## config.mk

```make
export PLATFORM = sky130hd
export DESIGN_NAME = packet_egress_router
export DESIGN_NICKNAME = d
export VERILOG_FILES = /design/src/rtl/packet_egress_router.sv
export SDC_FILE = /design/constraint.sdc
export NUM_CORES = 1
export LEC_CHECK = 0
export CELL_PAD_IN_SITES_DETAIL_PLACEMENT = 2
export CELL_PAD_IN_SITES_GLOBAL_PLACEMENT = 2
export CORE_ASPECT_RATIO = 0.7
export CORE_UTILIZATION = 37
export DETAILED_ROUTE_END_ITERATION = 16
export PLACE_DENSITY_LB_ADDON = 0.1
export SETUP_SLACK_MARGIN = 0.4
export SLEW_MARGIN = 25
export SYNTH_ARGS = -nofsm -noshare
export SYNTH_HDL_FRONTEND = slang
export SYNTH_SLANG_ARGS = --single-unit
```

## constraint.sdc

```tcl
create_clock -name clk -period 2.75 [get_ports clk]
set_input_delay 0.55 -clock clk [delete_from_list [all_inputs] [get_ports clk]]
set_output_delay 0.55 -clock clk [all_outputs]
set_load 0.02 [all_outputs]
```

## src/rtl/packet_egress_router.sv

```systemverilog
// Egress router: FIFO-buffered merged stream, steered to one of four
// valid/ready output ports by the destination ID in the packet's top bits.
module packet_egress_router #(
    parameter int WIDTH = 34,
    parameter int DEPTH = 4,
    parameter int CNT_W = 16
) (
    input  logic             clk,
    input  logic             rst_n,
    input  logic             in_valid,
    output logic             in_ready,
    input  logic [WIDTH-1:0] in_data,
    output logic [3:0]       out_valid,
    input  logic [3:0]       out_ready,
    output logic [WIDTH-1:0] out_data,
    output logic [CNT_W-1:0] pkt_count,
    output logic             busy
);
    localparam int AW = $clog2(DEPTH);
    localparam int OW = $clog2(DEPTH + 1);

    typedef enum logic {
        S_EMPTY,
        S_HOLD
    } state_t;

    state_t           state_q, state_d;
    logic [WIDTH-1:0] mem_q [DEPTH];
    logic [AW-1:0]    wptr_q, wptr_d;
    logic [AW-1:0]    rptr_q, rptr_d;
    logic [OW-1:0]    occ_q, occ_d;
    logic [WIDTH-1:0] data_q, data_d;
    logic [CNT_W-1:0] cnt_q, cnt_d;
    logic [1:0]       dest;
    logic             push, pop, xfer;

    assign dest      = data_q[WIDTH-1 -: 2];
    assign out_valid = (state_q == S_HOLD) ? (4'b0001 << dest) : 4'b0000;
    assign out_data  = data_q;
    assign pkt_count = cnt_q;
    assign in_ready  = (occ_q != OW'(DEPTH));
    assign busy      = (occ_q != '0) || (state_q == S_HOLD);

    // Only the held destination's ready matters; others are masked by out_valid.
    assign xfer = |(out_valid & out_ready);
    assign push = in_valid && in_ready;
    assign pop  = (occ_q != '0) && ((state_q == S_EMPTY) || xfer);

    always_comb begin
        state_d = state_q;
        data_d  = data_q;
        cnt_d   = cnt_q;
        wptr_d  = wptr_q;
        rptr_d  = rptr_q;
        occ_d   = occ_q + OW'(push) - OW'(pop);
        if (push) begin
            wptr_d = wptr_q + AW'(1);
        end
        if (pop) begin
            rptr_d  = rptr_q + AW'(1);
            data_d  = mem_q[rptr_q];
            state_d = S_HOLD;
        end else if (xfer) begin
            state_d = S_EMPTY;
        end
        if (xfer) begin
            cnt_d = cnt_q + CNT_W'(1);
        end
    end

    always_ff @(posedge clk or negedge rst_n) begin
        if (!rst_n) begin
            state_q <= S_EMPTY;
            data_q  <= '0;
            cnt_q   <= '0;
            wptr_q  <= '0;
            rptr_q  <= '0;
            occ_q   <= '0;
            for (int i = 0; i < DEPTH; i++) begin
                mem_q[i] <= '0;
            end
        end else begin
            state_q <= state_d;
            data_q  <= data_d;
            cnt_q   <= cnt_d;
            wptr_q  <= wptr_d;
            rptr_q  <= rptr_d;
            occ_q   <= occ_d;
            if (push) begin
                mem_q[wptr_q] <= in_data;
            end
        end
    end

endmodule

```

==> qor.txt <==
Status: complete, no violations
Final Non-Filler Cells: 907
Worst r2r path cells: 9
Final wirelength: 19.5 mm
Ys async rst share: 100%
Final hold violations: 0
Crit path DAT: 2.68 ns
Initial DRC Count: 159
Clock Latency Late Sink: 0.43 ns
Die X: 182 um
CP Launch Type: register
GPL Wtd Cong: 0.725
Initial Util: 38.2%
CP required: 3.06 ns
Fmax: 422 MHz
Area delta synth->final: 23.6%
Slew @ Worst Pin: 0.754 ns
First-pass GRT wire length: 31.8 mm
Post-synth EDFFs: 0
Clock slew at reported path FFs: 0.07 ns
Worst reg2reg setup slack: 0.38 ns
Total negative slack: 0 ns
FF-to-FF Start: out_data[32]$_DFFE_PN0P_
Chip Height: 128 um
Final nets: 662
Register area share after synthesis: 57.9%
Max Slew Vio Count: 0
Post-synthesis cell type count: 28
Largest net degree at the start of global routing: 64
Core area: 22000 sq um
Total of warnings raised by yosys: 0
Grt met1 use: 23.6%
Mean Syn Cell Area: 16.6 sq um
Post-DRT Antenna Nets: 0
Crit Path Category: register to register
DR DRC count: 0
Htree depth: 4
Worst Hold Class: primary input to async pin
Met3 usage: 4.35%
Relative slew slack: 49.8%
Setup crit end kind: register
Max-cap violation count: 0
Initial antenna violation count: 1
Pleak: 4.41 nW
Via Count: 4647
GRT Total Usage: 18.4%
Post-route minimum period: 2.37 ns
Share of the clock period used by the worst path: 86.2%
Gr busiest metal: met2
Total congestion overflow: 0
Total CTS buffers: 17
Port bufs: 96
Final setup vio count: 0
Placement Rows: 45
Inst Count DP: 874
Hold buffer count at cts: 0
P per Cell Area: 1320 nW/um^2
Unrepaired setup endpoints after global routing: true
Max clock buf depth: 2
First-pass DRT Iterations: 4
Layout cell share with drive strength beyond 1: 44.2%
Most common flop cell mapped by yosys: dfrtp_1
CTS tree: yes
Top-Level Pins: 97
FF+latch count, synth: 194
Ant. Diodes: 0
Clock Tree Root: clkbuf_16
Vias in the first global route: 5486
Average wire per standard cell: 21.5 um
Die Area: 23300 sq um
Final Skew: 0.00824 ns
Syn Nets: 554
Clk sinks: 194
Drt via density: 5.12
Mapped Cells: 505
Met2 Use GR: 31.4%
Total chip power: 13.7 mW
Mapped Area: 8390 sq um
Peak supply drop: 0.581 mV
RR Endpoint: occ_q[2]$_DFF_PN0_
HPWL after DPL: 12.6 mm
Critical path peak fanout: 4
==> Yosys cell counts (all sizes together) (2+ instances only) <==
| cell type | n | area [sq um] |
|---|---|---|
| dfrtp | 194 | 4850 |
| mux2 | 171 | 2030 |
| mux4 | 35 | 788 |
| buf | 20 | 151 |
| xnor2 | 18 | 158 |
| nand2 | 15 | 56.3 |
| ha | 7 | 87.6 |
| inv | 7 | 26.3 |
| clkbuf | 6 | 22.5 |
| nand3 | 6 | 30.0 |
| nand4 | 5 | 31.3 |
| and3 | 4 | 27.5 |
| nor2 | 4 | 15.0 |
| and4 | 2 | 18.8 |
| nor3 | 2 | 10.0 |
| xor2 | 2 | 17.5 |
==> worst max-delay path: stages, from the launching register on <==
cell and delay [ns]:
dfrtp_2 0.41, mux4_2 0.55, o21a_4 0.23, ha_4 0.24, inv_4 0.05, ha_4 0.11
inv_2 0.03, fa_2 0.34, xnor2_2 0.15, xnor2_1 0.13
==> logic make-up after synthesis <==
| group | synth area share (%) |
|---|---|
| multiplexers | 33.6 |
| buffers and inverters | 2.39 |
| AO/OA/AOI/OAI | 0.373 |
| flip-flops | 57.9 |
| AND/OR/NAND/NOR | 2.40 |
| XOR/XNOR | 2.09 |
| adder cells (fa/ha/maj) | 1.28 |
==> state kept, by name (all words and copies together) (netlist names) <==
signal and count:
rptr_q 2, out_data 34, wptr_q 2, pkt_count 16
mem_q 136, state_q 1, occ_q 3
==> final cells by class <==
| cell class | count | area [sq um] |
|---|---|---|
| fill | 2026 | 11600 |
| sequential | 194 | 4860 |
| multi-input combinational | 278 | 3390 |
| timing repair buffer | 115 | 1140 |
| clock buffer | 23 | 488 |
| tap | 282 | 353 |
| clock inverter | 8 | 103 |
| inverter | 7 | 28.8 |
==> report_power, final <==
| part | internal (mW) | total [mW] | switching, mW |
|---|---|---|---|
| clock | 1.43 | 2.49 | 1.06 |
| combinational | 3.58 | 5.84 | 2.25 |
| sequential | 4.30 | 5.32 | 1.02 |
| total | 9.31 | 13.7 | 4.34 |
==> how the worst max path moves through the flow <==
| stage | startpoint | to | slack [ns] | depth (start not counted) |
|---|---|---|---|---|
| CTS | occ_q[1]$_DFF_PN0_ | busy | 0.36 | 3 |
| floorplan | out_ready[3] | occ_q[2]$_DFF_PN0_ | 0.07 | 11 |
| global route | out_data[32]$_DFFE_PN0P_ | occ_q[2]$_DFF_PN0_ | 0.32 | 9 |
| detailed placement | out_ready[3] | occ_q[2]$_DFF_PN0_ | -0.16 | 10 |
| global placement | out_ready[3] | occ_q[2]$_DFF_PN0_ | -0.1 | 10 |
| finish | out_data[32]$_DFFE_PN0P_ | occ_q[2]$_DFF_PN0_ | 0.38 | 9 |
==> stage by stage <==
stage	setup slack [ns]	util [%]	hold slack (ns)	instance area, sq um
after floorplan	0.0742	-	0.254	8420
after global placement	-0.0975	44.4	0.459	9750
after detailed placement	-0.163	44.4	0.470	9750
after CTS	0.362	47.1	0.109	10400
after global routing	0.317	47.2	0.120	10400
final	0.380	47.2	0.0962	10400
==> metal layers <==
layer | routed length, um | up-vias
li1 | - | 2052
met1 | 8850 | 2509
met2 | 9850 | 67
met3 | 635 | 17
met4 | 178 | 2
met5 | 8 | -
==> layout by cell type (no fill, tap or decap), types with 2 or more instances in the layout <==
master | Yosys | routed
and3_1 | 2 | 2
and3_2 | 2 | 2
buf_12 | 3 | 3
buf_4 | 0 | 16
bufinv_16 | 0 | 2
clkbuf_1 | 6 | 2
clkbuf_16 | 0 | 17
clkbuf_8 | 0 | 5
clkdlybuf4s50_1 | 0 | 85
clkinvlp_4 | 0 | 5
dfrtp_1 | 194 | 189
dfrtp_2 | 0 | 4
dlygate4sd2_1 | 0 | 8
dlymetal6s2s_1 | 0 | 2
ha_1 | 7 | 5
ha_4 | 0 | 2
inv_1 | 7 | 5
mux2_2 | 144 | 144
mux2_4 | 27 | 27
mux4_2 | 35 | 35
nand2_1 | 15 | 11
nand2_2 | 0 | 4
nand3_1 | 6 | 6
nand4_1 | 5 | 5
nor2_1 | 4 | 4
nor3_1 | 2 | 2
xnor2_1 | 18 | 17
xor2_1 | 2 | 2
==> repair_timing <==
action | 4_1_cts | 5_1_grt
pin swaps | 5 | 0
setup endpoints to repair | 5 | 4
gates resized for setup | 10 | 4
buffers inserted | 2 | 0
cloned | 0 | 0
(Power assumes the default switching activity.)
